### src/rtl/mem_arbiter_pkg.sv
// Shared definitions for the memory arbiter slice: default ram geometry,
// requester port indices and the IO/UART address map (also used by ram).
package mem_arbiter_pkg;

  localparam int unsigned ADDRESS_WIDTH_DEF = 12;
  localparam int unsigned WIDTH_DEF         = 32;

  typedef enum logic [1:0] {
    PORT_IFETCH = 2'd0,
    PORT_LSU    = 2'd1,
    PORT_LOADER = 2'd2
  } port_id_e;

  localparam logic [11:0] IO_BASE     = 12'h800;
  localparam logic [11:0] UART_OFFSET = 12'h000;
  localparam logic [11:0] UART_BASE   = IO_BASE + UART_OFFSET;

  // Next index after i, wrapping modulo n.
  function automatic int unsigned wrap_inc(input int unsigned i, input int unsigned n);
    return (i + 1 >= n) ? 0 : i + 1;
  endfunction

endpackage

### src/rtl/mem_arbiter_rr_arbiter.sv
// Round-robin arbiter: rotating-priority one-hot grant plus the pointer.
// Ports:
//   clk, rst  clock and synchronous active-high reset
//   req       per-requester request
//   gnt       one-hot grant (combinational), all-zero while rst or idle
module rr_arbiter
  import mem_arbiter_pkg::*;
#(
  parameter int unsigned N = 3
) (
  input  logic         clk,
  input  logic         rst,
  input  logic [N-1:0] req,
  output logic [N-1:0] gnt
);

  localparam int unsigned PW = (N > 1) ? $clog2(N) : 1;

  logic [PW-1:0] ptr_q, ptr_d;
  int unsigned   idx;
  logic          found;

  // Search from ptr upward, wrapping; the first asserted request wins and
  // the pointer moves just past the winner.
  always_comb begin
    gnt   = '0;
    ptr_d = ptr_q;
    found = 1'b0;
    idx   = 0;
    for (int unsigned k = 0; k < N; k++) begin
      idx = int'(ptr_q) + k;
      if (idx >= N) idx = idx - N;
      if (!found && !rst && req[idx[PW-1:0]]) begin
        found                = 1'b1;
        gnt[idx[PW-1:0]]     = 1'b1;
        ptr_d                = PW'(wrap_inc(idx, N));
      end
    end
  end

  always_ff @(posedge clk) begin
    if (rst) ptr_q <= '0;
    else     ptr_q <= ptr_d;
  end

endmodule

### src/rtl/mem_arbiter.sv
// Shares the single ram (combinational read, synchronous write, UART in IO
// space) between NUM_PORTS requesters: 0 = ifetch, 1 = load/store,
// 2 = boot loader. One transaction per clock, round-robin grant, read data
// registered one cycle after the grant.
// Ports:
//   clk, rst              clock, synchronous active-high reset
//   port_req/we/addr/wdata packed per-port requests (port i at slice i)
//   port_gnt              one-hot combinational grant
//   port_rvalid           one-hot registered read-valid pulse
//   port_rdata            shared read data, qualified by port_rvalid
//   mem_we/raddr/waddr/wdata  drive to ram; mem_rdata from ram
module mem_arbiter
  import mem_arbiter_pkg::*;
#(
  parameter int unsigned ADDRESS_WIDTH = ADDRESS_WIDTH_DEF,
  parameter int unsigned WIDTH         = WIDTH_DEF,
  parameter int unsigned NUM_PORTS     = 3
) (
  input  logic                             clk,
  input  logic                             rst,
  input  logic [NUM_PORTS-1:0]             port_req,
  input  logic [NUM_PORTS-1:0]             port_we,
  input  logic [NUM_PORTS*ADDRESS_WIDTH-1:0] port_addr,
  input  logic [NUM_PORTS*WIDTH-1:0]       port_wdata,
  output logic [NUM_PORTS-1:0]             port_gnt,
  output logic [NUM_PORTS-1:0]             port_rvalid,
  output logic [WIDTH-1:0]                 port_rdata,
  output logic                             mem_we,
  output logic [ADDRESS_WIDTH-1:0]         mem_raddr,
  output logic [ADDRESS_WIDTH-1:0]         mem_waddr,
  output logic [WIDTH-1:0]                 mem_wdata,
  input  logic [WIDTH-1:0]                 mem_rdata
);

  logic [NUM_PORTS-1:0]     gnt;
  logic [NUM_PORTS-1:0]     rd_gnt;
  logic [ADDRESS_WIDTH-1:0] addr_sel;
  logic [WIDTH-1:0]         wdata_sel;
  logic [NUM_PORTS-1:0]     rvalid_q, rvalid_d;
  logic [WIDTH-1:0]         rdata_q, rdata_d;

  rr_arbiter #(.N(NUM_PORTS)) u_rr (
    .clk (clk),
    .rst (rst),
    .req (port_req),
    .gnt (gnt)
  );

  // Grant is one-hot, so a plain select suffices; idle drives zeros.
  always_comb begin
    addr_sel  = '0;
    wdata_sel = '0;
    for (int unsigned i = 0; i < NUM_PORTS; i++) begin
      if (gnt[i]) begin
        addr_sel  = port_addr[i*ADDRESS_WIDTH +: ADDRESS_WIDTH];
        wdata_sel = port_wdata[i*WIDTH +: WIDTH];
      end
    end
  end

  assign rd_gnt    = gnt & ~port_we;
  assign port_gnt  = gnt;
  assign mem_we    = |(gnt & port_we);
  assign mem_raddr = addr_sel;
  assign mem_waddr = addr_sel;
  assign mem_wdata = wdata_sel;

  always_comb begin
    rvalid_d = rd_gnt;
    rdata_d  = rdata_q;
    if (|rd_gnt) rdata_d = mem_rdata;
  end

  always_ff @(posedge clk) begin
    if (rst) begin
      rvalid_q <= '0;
      rdata_q  <= '0;
    end else begin
      rvalid_q <= rvalid_d;
      rdata_q  <= rdata_d;
    end
  end

  // A read granted just before rst asserts must not surface while rst is
  // high, so the registered pulse is masked by the live reset.
  assign port_rvalid = rvalid_q & {NUM_PORTS{~rst}};
  assign port_rdata  = rdata_q;

endmodule
### config.mk
export PLATFORM = sky130hd
export DESIGN_NAME = mem_arbiter
export DESIGN_NICKNAME = d
export VERILOG_FILES = /design/src/rtl/mem_arbiter_pkg.sv /design/src/rtl/mem_arbiter_rr_arbiter.sv /design/src/rtl/mem_arbiter.sv
export SDC_FILE = /design/constraint.sdc
export NUM_CORES = 1
export LEC_CHECK = 0
export ABC_AREA = 1
export CAP_MARGIN = 10
export CORE_AREA = 2 2 105 107
export CTS_CLUSTER_SIZE = 10
export DETAILED_ROUTE_END_ITERATION = 10
export DIE_AREA = 0 0 107 109
export PLACE_DENSITY = 0.7
export SLEW_MARGIN = 20
export SYNTH_ARGS = -nofsm -noshare
export SYNTH_HDL_FRONTEND = slang
export SYNTH_HIERARCHICAL = 1
export SYNTH_SLANG_ARGS = --single-unit
### constraint.sdc
create_clock -name clk -period 7.2 [get_ports clk]
set_clock_uncertainty 0.2 [all_clocks]
set_input_delay 1.44 -clock clk [delete_from_list [all_inputs] [get_ports clk]]
set_output_delay 1.44 -clock clk [all_outputs]
set_load 0.02 [all_outputs]
Word-level counts from Yosys, hierarchy flattened
Index checks and enable logic that the tools add are counted.
{ "classes": {"n_addsub": 8, "n_lt_le_gt_ge": 12, "n_mux": 32, "n_bitwise": 7, "reduce_logical": 14} }
{ "op_table": {"columns": ["op", "n"], "rows": [
  ["$mux W32", 6],
  ["$ge A32 B2 Y1 const B", 5],
  ["$add A32 B1 Y32 const B", 3],
  ["$sub A32 B2 Y32 const B", 2],
  ["$mux W12", 3],
  ["$mux W2", 6],
  ["$and A3 B3 Y3", 3],
  ["$lt A2 B3 Y1 const B", 3],
  ["$mux W3", 3],
  ["$logic_and A1 B1 Y1", 8],
  ["$mux W1", 8],
  ["$bmux W1 S2", 3],
  ["$demux W1 S2", 3],
  ["$ge A2 B1 Y1 const B", 3],
  ["$or A3 B3 Y3", 2],
  ["$reduce_or A3 Y1", 2],
  ["$add A2 B1 Y3 const B", 1],
  ["$add A2 B2 Y3 const B", 1],
  ["$logic_not A1 Y1", 3],
  ["$not A3 Y3", 1],
  ["$reduce_bool A3 Y1", 1],
  ["$sub A2 B2 Y3 const B", 1],
  ["$ge A2 B2 Y1 const B", 1],
  ["$not A1 Y1", 1]
]} }
{ "word_totals": {"register_bits": 37, "input_bits": 172, "output_inout_bits": 95, "wordCells": 76} }

Logic depth before layout (Yosys ltp)
Gate-level depths: netlist of the first run.
{ "logic_depth": {"ltp_word": 17, "mapped_depth": 17, "ltp_nobuf": 15} }

Cells and area by module
Netlist of the first run, hierarchy kept.
{ "modules_own_cells": {"columns": ["module", "instances", "cells_per_inst", "area_each_um2", "seq_area_each_um2"], "rows": [
  ["mem_arbiter", 1, 432, 2453.6, 700.7],
  ["rr_arbiter", 1, 63, 369.1, 40.0]
]} }

Worst setup path after synthesis of the first run
OpenSTA, ideal clock, no wires.
{ "synth_timing": {"kind": "input to output", "from": "in port_req[2]", "to": "out mem_waddr[0]", "t_arrival_ns": 3.479, "required_ns": 5.560, "setup_slack_ns": 2.081, "path_stages": 10, "n_path_buf": 2, "path_cell_list": "inv_1 -> o21ai_1 -> nand3_2 -> o211ai_1 -> inv_1 -> nor2_8 -> buf_4 -> nand2_1 -> a21oi_1 -> buf_4"} }
{ "synth_via": {"elab_chain_len": 15, "elab_cells_between_ends": 23, "classes_between": "mux: 14; bitwise: 2; reduce/logical: 7"} }
{ "synth_rtl": {"columns": ["item", "line_no", "rtl"], "rows": [
  ["from (decl)", "mem_arbiter.sv:21", "input logic [NUM_PORTS-1:0] port_req,"],
  ["$bmux W1 S2", "mem_arbiter_rr_arbiter.sv:33", "if (!found && !rst && req[idx[PW-1:0]]) begin"],
  ["$mux W1 (implied by the code)", "mem_arbiter_rr_arbiter.sv:33", null],
  ["$logic_and A1 B1 Y1", "mem_arbiter_rr_arbiter.sv:33", null],
  ["$mux W1", "mem_arbiter_rr_arbiter.sv:33", null],
  ["$logic_not A1 Y1", "mem_arbiter_rr_arbiter.sv:33", null],
  ["$logic_and A1 B1 Y1 (2 in series)", "mem_arbiter_rr_arbiter.sv:33", null],
  ["$mux W1", "mem_arbiter_rr_arbiter.sv:33", null],
  ["$logic_not A1 Y1", "mem_arbiter_rr_arbiter.sv:33", null],
  ["$logic_and A1 B1 Y1 (2 in series)", "mem_arbiter_rr_arbiter.sv:33", null],
  ["$mux W3 (*)", "mem_arbiter_rr_arbiter.sv:33", null],
  ["named net port_gnt[0]", "mem_arbiter.sv:25", "output logic [NUM_PORTS-1:0] port_gnt,"],
  ["$mux W12 (*) (3 in series)", "mem_arbiter.sv:54", "if (gnt[i]) begin"],
  ["to (decl)", "mem_arbiter.sv:30", "output logic [ADDRESS_WIDTH-1:0] mem_waddr,"]
]} }
The timed path passes the listed nets; every way through them passes the cells marked *. The select of a mux whose other input is x is not followed.

Final worst setup path of the first run
{ "layout_timing": {"from": "in rst", "to": "out mem_raddr[0]"} }
{ "layout_via": {"elab_chain_len": 14, "elab_cells_between_ends": 18, "classes_between": "mux: 8; bitwise: 2; reduce/logical: 8"} }
{ "layout_rtl": {"columns": ["item", "line_no", "rtl"], "rows": [
  ["from (decl)", "mem_arbiter.sv:20", "input logic rst,"],
  ["$logic_not A1 Y1 (*)", "mem_arbiter_rr_arbiter.sv:33", null],
  ["$logic_and A1 B1 Y1", "mem_arbiter_rr_arbiter.sv:33", null],
  ["$mux W1", "mem_arbiter_rr_arbiter.sv:33", null],
  ["$logic_not A1 Y1", "mem_arbiter_rr_arbiter.sv:33", null],
  ["$logic_and A1 B1 Y1 (2 in series)", "mem_arbiter_rr_arbiter.sv:33", null],
  ["$mux W1", "mem_arbiter_rr_arbiter.sv:33", null],
  ["$logic_not A1 Y1", "mem_arbiter_rr_arbiter.sv:33", null],
  ["$logic_and A1 B1 Y1 (2 in series)", "mem_arbiter_rr_arbiter.sv:33", null],
  ["$mux W3 (*)", "mem_arbiter_rr_arbiter.sv:33", null],
  ["$mux W12 (2 in series)", "mem_arbiter.sv:54", null],
  ["$mux W12 (*)", "mem_arbiter.sv:54", null],
  ["to (decl)", "mem_arbiter.sv:29", "output logic [ADDRESS_WIDTH-1:0] mem_raddr,"]
]} }
Mark *: on every way between the ends. The rest lies on a longest branch, timed or not.

==> qor_table.md, run 1 <==
| Parameter | Reported |
|---|---|
| Post-detailed-routing wire length | 11.6 mm |
| Global-route wire length before repair | 17.2 mm |
| Power after layout | 2.50 mW |
| Distinct cell type count of the synthesized netlist | 24 |
| Async set-reset flop share out of synthesis | 0% |
| Avg Cell Area, Syn | 5.70 um^2 |
| Smallest hold slack | 0.283 ns |
| Placement Cell Area | 5420 um^2 |
| Maximum fanout encountered on the critical timing path | 44 |
| Dominant cell by count in the synthesized netlist | nand2_1 |
| Least-Margin Pin Slew | 0.965 ns |
| Drt wl/cell | 13.3 um |
| Most frequent cells after synthesis | 132 x nand2_1, 114 x nor2_1, 91 x a21oi_1, 46 x inv_1, 37 x dfxtp_1 |
| Cell type contributing the most total cell area after synthesis | dfxtp_1 |
| Final layout net count | 908 |
| Share of the synthesized area in compound gates (AO/OA/AOI/OAI) | 18.0% |
| Sequential fraction of the synthesis area | 26.2% |
| Final setup violation count | 0 |
| Via count normalized by instance count | 4.50 |
| Final hold violation count | 0 |
| Data required, critical path | 5.56 ns |
| Syn_nets | 671 |
| Nature of the critical path startpoint | input pin |
| Share of synthesized cell area in full adder, half adder and majority cells | 1.77% |
| Detailed-router iteration count before antenna repair | 6 |
| Layout overhead on the synthesized area | 95.1% |
| Clock root buffer master | clkbuf_8 |
| Number of standard cells in the layout, taps in and fillers out | 873 |
| Crit Path Category | in -> out |
| Instance count of the mapped netlist | 495 |
| Overall die width | 107 um |
| Clock buffer depth | 2 |
| Synth Area in Simple Gates | 38.0% |
| Estimated wirelength of the detail-placed design | 9.07 mm |
| Buffers inserted during post-CTS setup optimization | 0 |
| Parity-gate share of the synthesized area counting xor and xnor cells | 0% |
| Placed Instances | 865 |
| # H-tree levels | 2 |
| Share of the clock period used by the worst path | 85.9% |
| Final std cell area, no fill | 5510 um^2 |
| Data arrival time of the worst path | 4.54 ns |
| Maximum resistive drop on vdd | 305 uV |
| Standard cell with the maximum stage delay on the critical path | clkdlybuf4s50_1 |
| Run status | finished, final reports clean |
| Cells resized by post-CTS repair | 0 |
| Post-synthesis cell area | 2820 um^2 |
| Die height | 109 um |
| Total congestion overflow | 0 |
| Clock buffers created by TritonCTS | 5 |
| Total GRT Usage | 18.3% |
| Number of I/O pins | 267 |
| TritonCTS clock tree | built |
| Number of synthesized flops with an enable pin | 0 |
| Relative slew margins | 35.6% |
| Final max-slew violation count | 0 |
| Main combinational cell family by area after synthesis | simple AND/OR/NAND/NOR gates |
| Number of global-route vias before repair | 3605 |
| RePlAce Congestion | 0.848 |
| Largest net degree at the start of global routing | 65 |
| Final setup TNS | 0 ns |
| Pre-CTS WS | 1.05 ns |
| RSZ-0062 raised after global routing | false |
| Max-cap check violation count | 0 |
| Antenna diode count | 0 |
| Power density relative to cell area | 454 nW/um^2 |
| Fraction of final layout cells sized beyond drive strength 1 | 3.41% |
| Hold/Removal Path Class | reg -> reg |
| Worst path cell trace | clkdlybuf4s50_1 -> inv_1 -> nand3_2 -> nand2_2 -> nor2_2 -> nand2_1 -> o211ai_1 -> inv_1 -> nor2_8 -> nand2_1 -> a21oi_1 -> clkdlybuf4s50_1 |
| Post-layout minimum cycle time | 6.18 ns |
| Largest cells by area after synthesis | dfxtp_1 26%, nand2_1 18%, a21oi_1 16% |
| Fmax | 0.162 GHz |
| Area of the core | 10600 um^2 |
| Count of synthesis-stage warnings from yosys | 6 |
| Count of clock tree sinks | 37 |
| Clock Latency Late Sink | 0.28 ns |
| Port Buf Inserts | 266 |
| Detailed-route via count | 3932 |
| Number of antenna violations at the first check in global routing | 0 |
| Cell row count | 38 |
| Residual DRC | 0 |
| Post-Route Utilization | 51.9% |
| Delay of the slowest cell on the worst path | 0.66 ns |
| Final worst setup slack | 1.02 ns |
| Top flip-flop cell by instance count after synthesis | dfxtp_1 |
| Clock slew at the register clock pins of the worst setup and hold paths | 0.07 ns |
| Leakage component of the power | 2.30 nW |
| Number of antenna-violating nets in the routed design | 0 |
| Number of buffers inserted by hold repair at cts | 0 |
| Endpoint type of the worst setup path | output pin |
| Effective utilization at floorplan | 26.6% |
| Die ar. | 11700 um^2 |
| Initial DRC Count | 205 |
| Multiplexer share of the synthesized area | 0% |
| Share of Yosys cell area claimed by the top area cell type | 26.2% |
| Flops & latches, synth | 37 |
-- flip-flops by register name, summed over array words and instances, names as in the netlist --
| name | count |
|---|---|
| rvalid_q | 3 |
| port_rdata | 32 |
| u_rr/ptr_q | 2 |
-- area by class of cell --
cell class | instances | area, um^2
clock buffer | 5 | 68.8
inverter | 51 | 191
multi-input combinational | 368 | 1630
clock inverter | 3 | 17.5
timing repair buffer | 269 | 2690
sequential | 37 | 741
tap | 140 | 175
fill | 1070 | 5090
-- layer usage --
layer	vias up	part of all wire, %	global-route usage, %
met5	-	0	0
met4	0	3.1	7.24
met2	188	49	32.2
li1	1996	-	-
met3	26	8.9	5.62
met1	1722	39	20.8
-- final timing paths --
check / slack (ns) / depth (start not counted) / end / startpoint
setup / recovery: 1.02 / 12 / mem_raddr[0] / rst
hold / removal: 0.28 / 2 / port_rdata[14] / port_rdata[14]
setup reg to reg: 3.76 / 16 / port_rdata[2] / u_rr/ptr_q[0]
hold reg to reg: 0.28 / 2 / port_rdata[14] / port_rdata[14]
-- cells in the final DEF, fill, tap and decap left out, types with 2 or more instances in the layout --
cell type,instances
dfxtp_1,37
ha_1,4
o21ai_0,3
clkinv_2,2
clkbuf_8,5
buf_4,3
inv_2,5
a21oi_1,91
nand2_1,132
nand4_1,2
nand3_1,7
o211ai_1,3
inv_1,46
nand2_2,3
clkdlybuf4s50_1,266
nor2_1,114
nand3_2,2
-- critical path: cells and delay by family --
kind,cells,cell delay (ns)
and+or+nand+nor,6,1.05
buffers and inverters,4,1.63
AOI/OAI and AO/OA,2,0.39
-- cell families (layout without fill, tap and decap cells) --
group                      count (synthesis)  after routing
buffers and inverters                     90            328
adders and majority gates                  4              4
and+or+nand+nor                          265            265
AOI/OAI and AO/OA                         99             99
DFF                                       37             37
-- power by group --
| part | internal, mW | total (mW) | switching [mW] |
|---|---|---|---|
| logic | 0.906 | 2.07 | 1.16 |
| registers | 0.265 | 0.293 | 0.0276 |
| clock network | 0.0667 | 0.138 | 0.0717 |
| total | 1.24 | 2.50 | 1.26 |
No activity file was read; power rests on OpenSTA's default activity.
==> run 2: changes to the inputs <==
--- a/config.mk
+++ b/config.mk
@@ -7,11 +7,11 @@
 export LEC_CHECK = 0
 export ABC_AREA = 1
 export CAP_MARGIN = 10
-export CORE_AREA = 2 2 105 107
+export CORE_AREA = 5 5 102 104
 export CTS_CLUSTER_SIZE = 10
 export DETAILED_ROUTE_END_ITERATION = 10
 export DIE_AREA = 0 0 107 109
-export PLACE_DENSITY = 0.7
+export PLACE_DENSITY = 0.78
 export SLEW_MARGIN = 20
 export SYNTH_ARGS = -nofsm -noshare
 export SYNTH_HDL_FRONTEND = slang
==> constraint.sdc (replaced) <==
create_clock -name clk -period 6.71 [get_ports clk]
set_clock_uncertainty 0.2 [all_clocks]
set_input_delay 1.342 -clock clk [delete_from_list [all_inputs] [get_ports clk]]
set_output_delay 1.342 -clock clk [all_outputs]
set_load 0.02 [all_outputs]
==> qor_table.md, run 2 (same netlist as run 1, synthesis figures left out) <==
| Parameter | Reported |
|---|---|
| Estimated wirelength of the detail-placed design | 10.8 mm |
| Relative slew margins | 33.5% |
| Cells resized by post-CTS repair | 0 |
| Standard cell with the maximum stage delay on the critical path | clkdlybuf4s50_1 |
| Max-cap check violation count | 0 |
| Hold/Removal Path Class | reg -> reg |
| Post-layout minimum cycle time | 6.03 ns |
| Final layout net count | 908 |
| Post-Route Utilization | 58.6% |
| Area of the core | 9460 um^2 |
| Die height | 109 um |
| Delay of the slowest cell on the worst path | 0.67 ns |
| Nature of the critical path startpoint | input pin |
| Data required, critical path | 5.17 ns |
| Endpoint type of the worst setup path | output pin |
| Final worst setup slack | 0.685 ns |
| Worst path cell trace | clkdlybuf4s50_1 -> inv_1 -> nand3_2 -> nand2_2 -> nor2_2 -> nand2_1 -> o211ai_1 -> buf_4 -> a21oi_1 -> a21oi_1 -> clkdlybuf4s50_1 |
| Initial DRC Count | 204 |
| Count of clock tree sinks | 37 |
| Via count normalized by instance count | 4.69 |
| Maximum resistive drop on vdd | 375 uV |
| Largest net degree at the start of global routing | 65 |
| Placement Cell Area | 5400 um^2 |
| Power density relative to cell area | 509 nW/um^2 |
| Number of standard cells in the layout, taps in and fillers out | 848 |
| Pre-CTS WS | 0.736 ns |
| Number of antenna-violating nets in the routed design | 0 |
| TritonCTS clock tree | built |
| Commonest cells after routing, fill and taps aside | 266 x clkdlybuf4s50_1, 132 x nand2_1, 114 x nor2_1 |
| Number of I/O pins | 267 |
| RePlAce Congestion | 0.902 |
| Total congestion overflow | 0 |
| Placed Instances | 839 |
| Die ar. | 11700 um^2 |
| Final setup TNS | 0 ns |
| Number of global-route vias before repair | 3907 |
| Clock buffers created by TritonCTS | 5 |
| Number of buffers inserted by hold repair at cts | 0 |
| Final std cell area, no fill | 5540 um^2 |
| Crit Path Category | in -> out |
| Effective utilization at floorplan | 29.8% |
| RSZ-0062 raised after global routing | false |
| Smallest hold slack | 0.285 ns |
| Fmax | 0.166 GHz |
| Clock slew at the register clock pins of the worst setup and hold paths | 0.07 ns |
| Share of the clock period used by the worst path | 89.8% |
| Layout overhead on the synthesized area | 96.3% |
| Data arrival time of the worst path | 4.48 ns |
| Post-detailed-routing wire length | 13.3 mm |
| Maximum fanout encountered on the critical timing path | 47 |
| Leakage component of the power | 2.33 nW |
| Fraction of final layout cells sized beyond drive strength 1 | 3.41% |
| Most common library cell in the layout ignoring fill and taps | clkdlybuf4s50_1 |
| Buffers inserted during post-CTS setup optimization | 0 |
| Run status | finished, final reports clean |
| Power after layout | 2.82 mW |
| Total GRT Usage | 21.2% |
| Clock root buffer master | clkbuf_8 |
| Cell row count | 36 |
| Final setup violation count | 0 |
| Clock Latency Late Sink | 0.28 ns |
| Least-Margin Pin Slew | 0.996 ns |
| Number of inserted filler cells in the final layout | 910 |
| Clock buffer depth | 2 |
| Overall die width | 107 um |
| Global-route wire length before repair | 19.4 mm |
| Number of flip-flops in the largest register | 32 |
| Detailed-router iteration count before antenna repair | 4 |
| Final max-slew violation count | 0 |
| # H-tree levels | 2 |
| Detailed-route via count | 3981 |
| Final hold violation count | 0 |
| Drt wl/cell | 15.7 um |
| Port Buf Inserts | 266 |
| Residual DRC | 0 |
| Number of antenna violations at the first check in global routing | 1 |
[run 2: power by group]
group	internal [mW]	total [mW]	switching (mW)	leakage, nW
Clock	0.150	0.232	0.0823	0.0688
Sequential	0.284	0.315	0.0303	0.305
Combinational	0.979	2.27	1.29	1.96
[run 2: worst max-delay path, delay by kind of cell]
family,cells,cell delay [ns]
AO/OA/AOI/OAI,3,0.67
buffers and inverters,4,1.99
AND/OR/NAND/NOR,4,0.45
[run 2: path summary, 6_finish.rpt]
| path | startpoint | to | slack (ns) | cells past startpoint |
|---|---|---|---|---|
| max | rst | mem_raddr[0] | 0.68 | 11 |
| min | port_rdata[18] | port_rdata[18] | 0.28 | 2 |
| max reg2reg | u_rr/ptr_q[0] | port_rdata[10] | 3.11 | 16 |
| min reg2reg | port_rdata[18] | port_rdata[18] | 0.28 | 2 |
[run 2: layer usage]
metal	GRT usage, %	share of wire [%]	vias up
met3	7.64	9.5	39
met1	22.0	36	1738
li1	-	-	1999
met2	38.0	50	205
met4	10.0	4.6	0
met5	0	0	-
[run 2: final cells by class]
cell class	count	area, um^2	share of cell area, %
multi-input cells	368	1630	29.4
repair buffers	269	2700	48.7
clock inverters	3	68.8	1.24
clock buffers	5	68.8	1.24
well taps	114	143	2.57
flip-flops and latches	37	741	13.4
diodes	1	2.50	0.0452
inverters	51	191	3.45
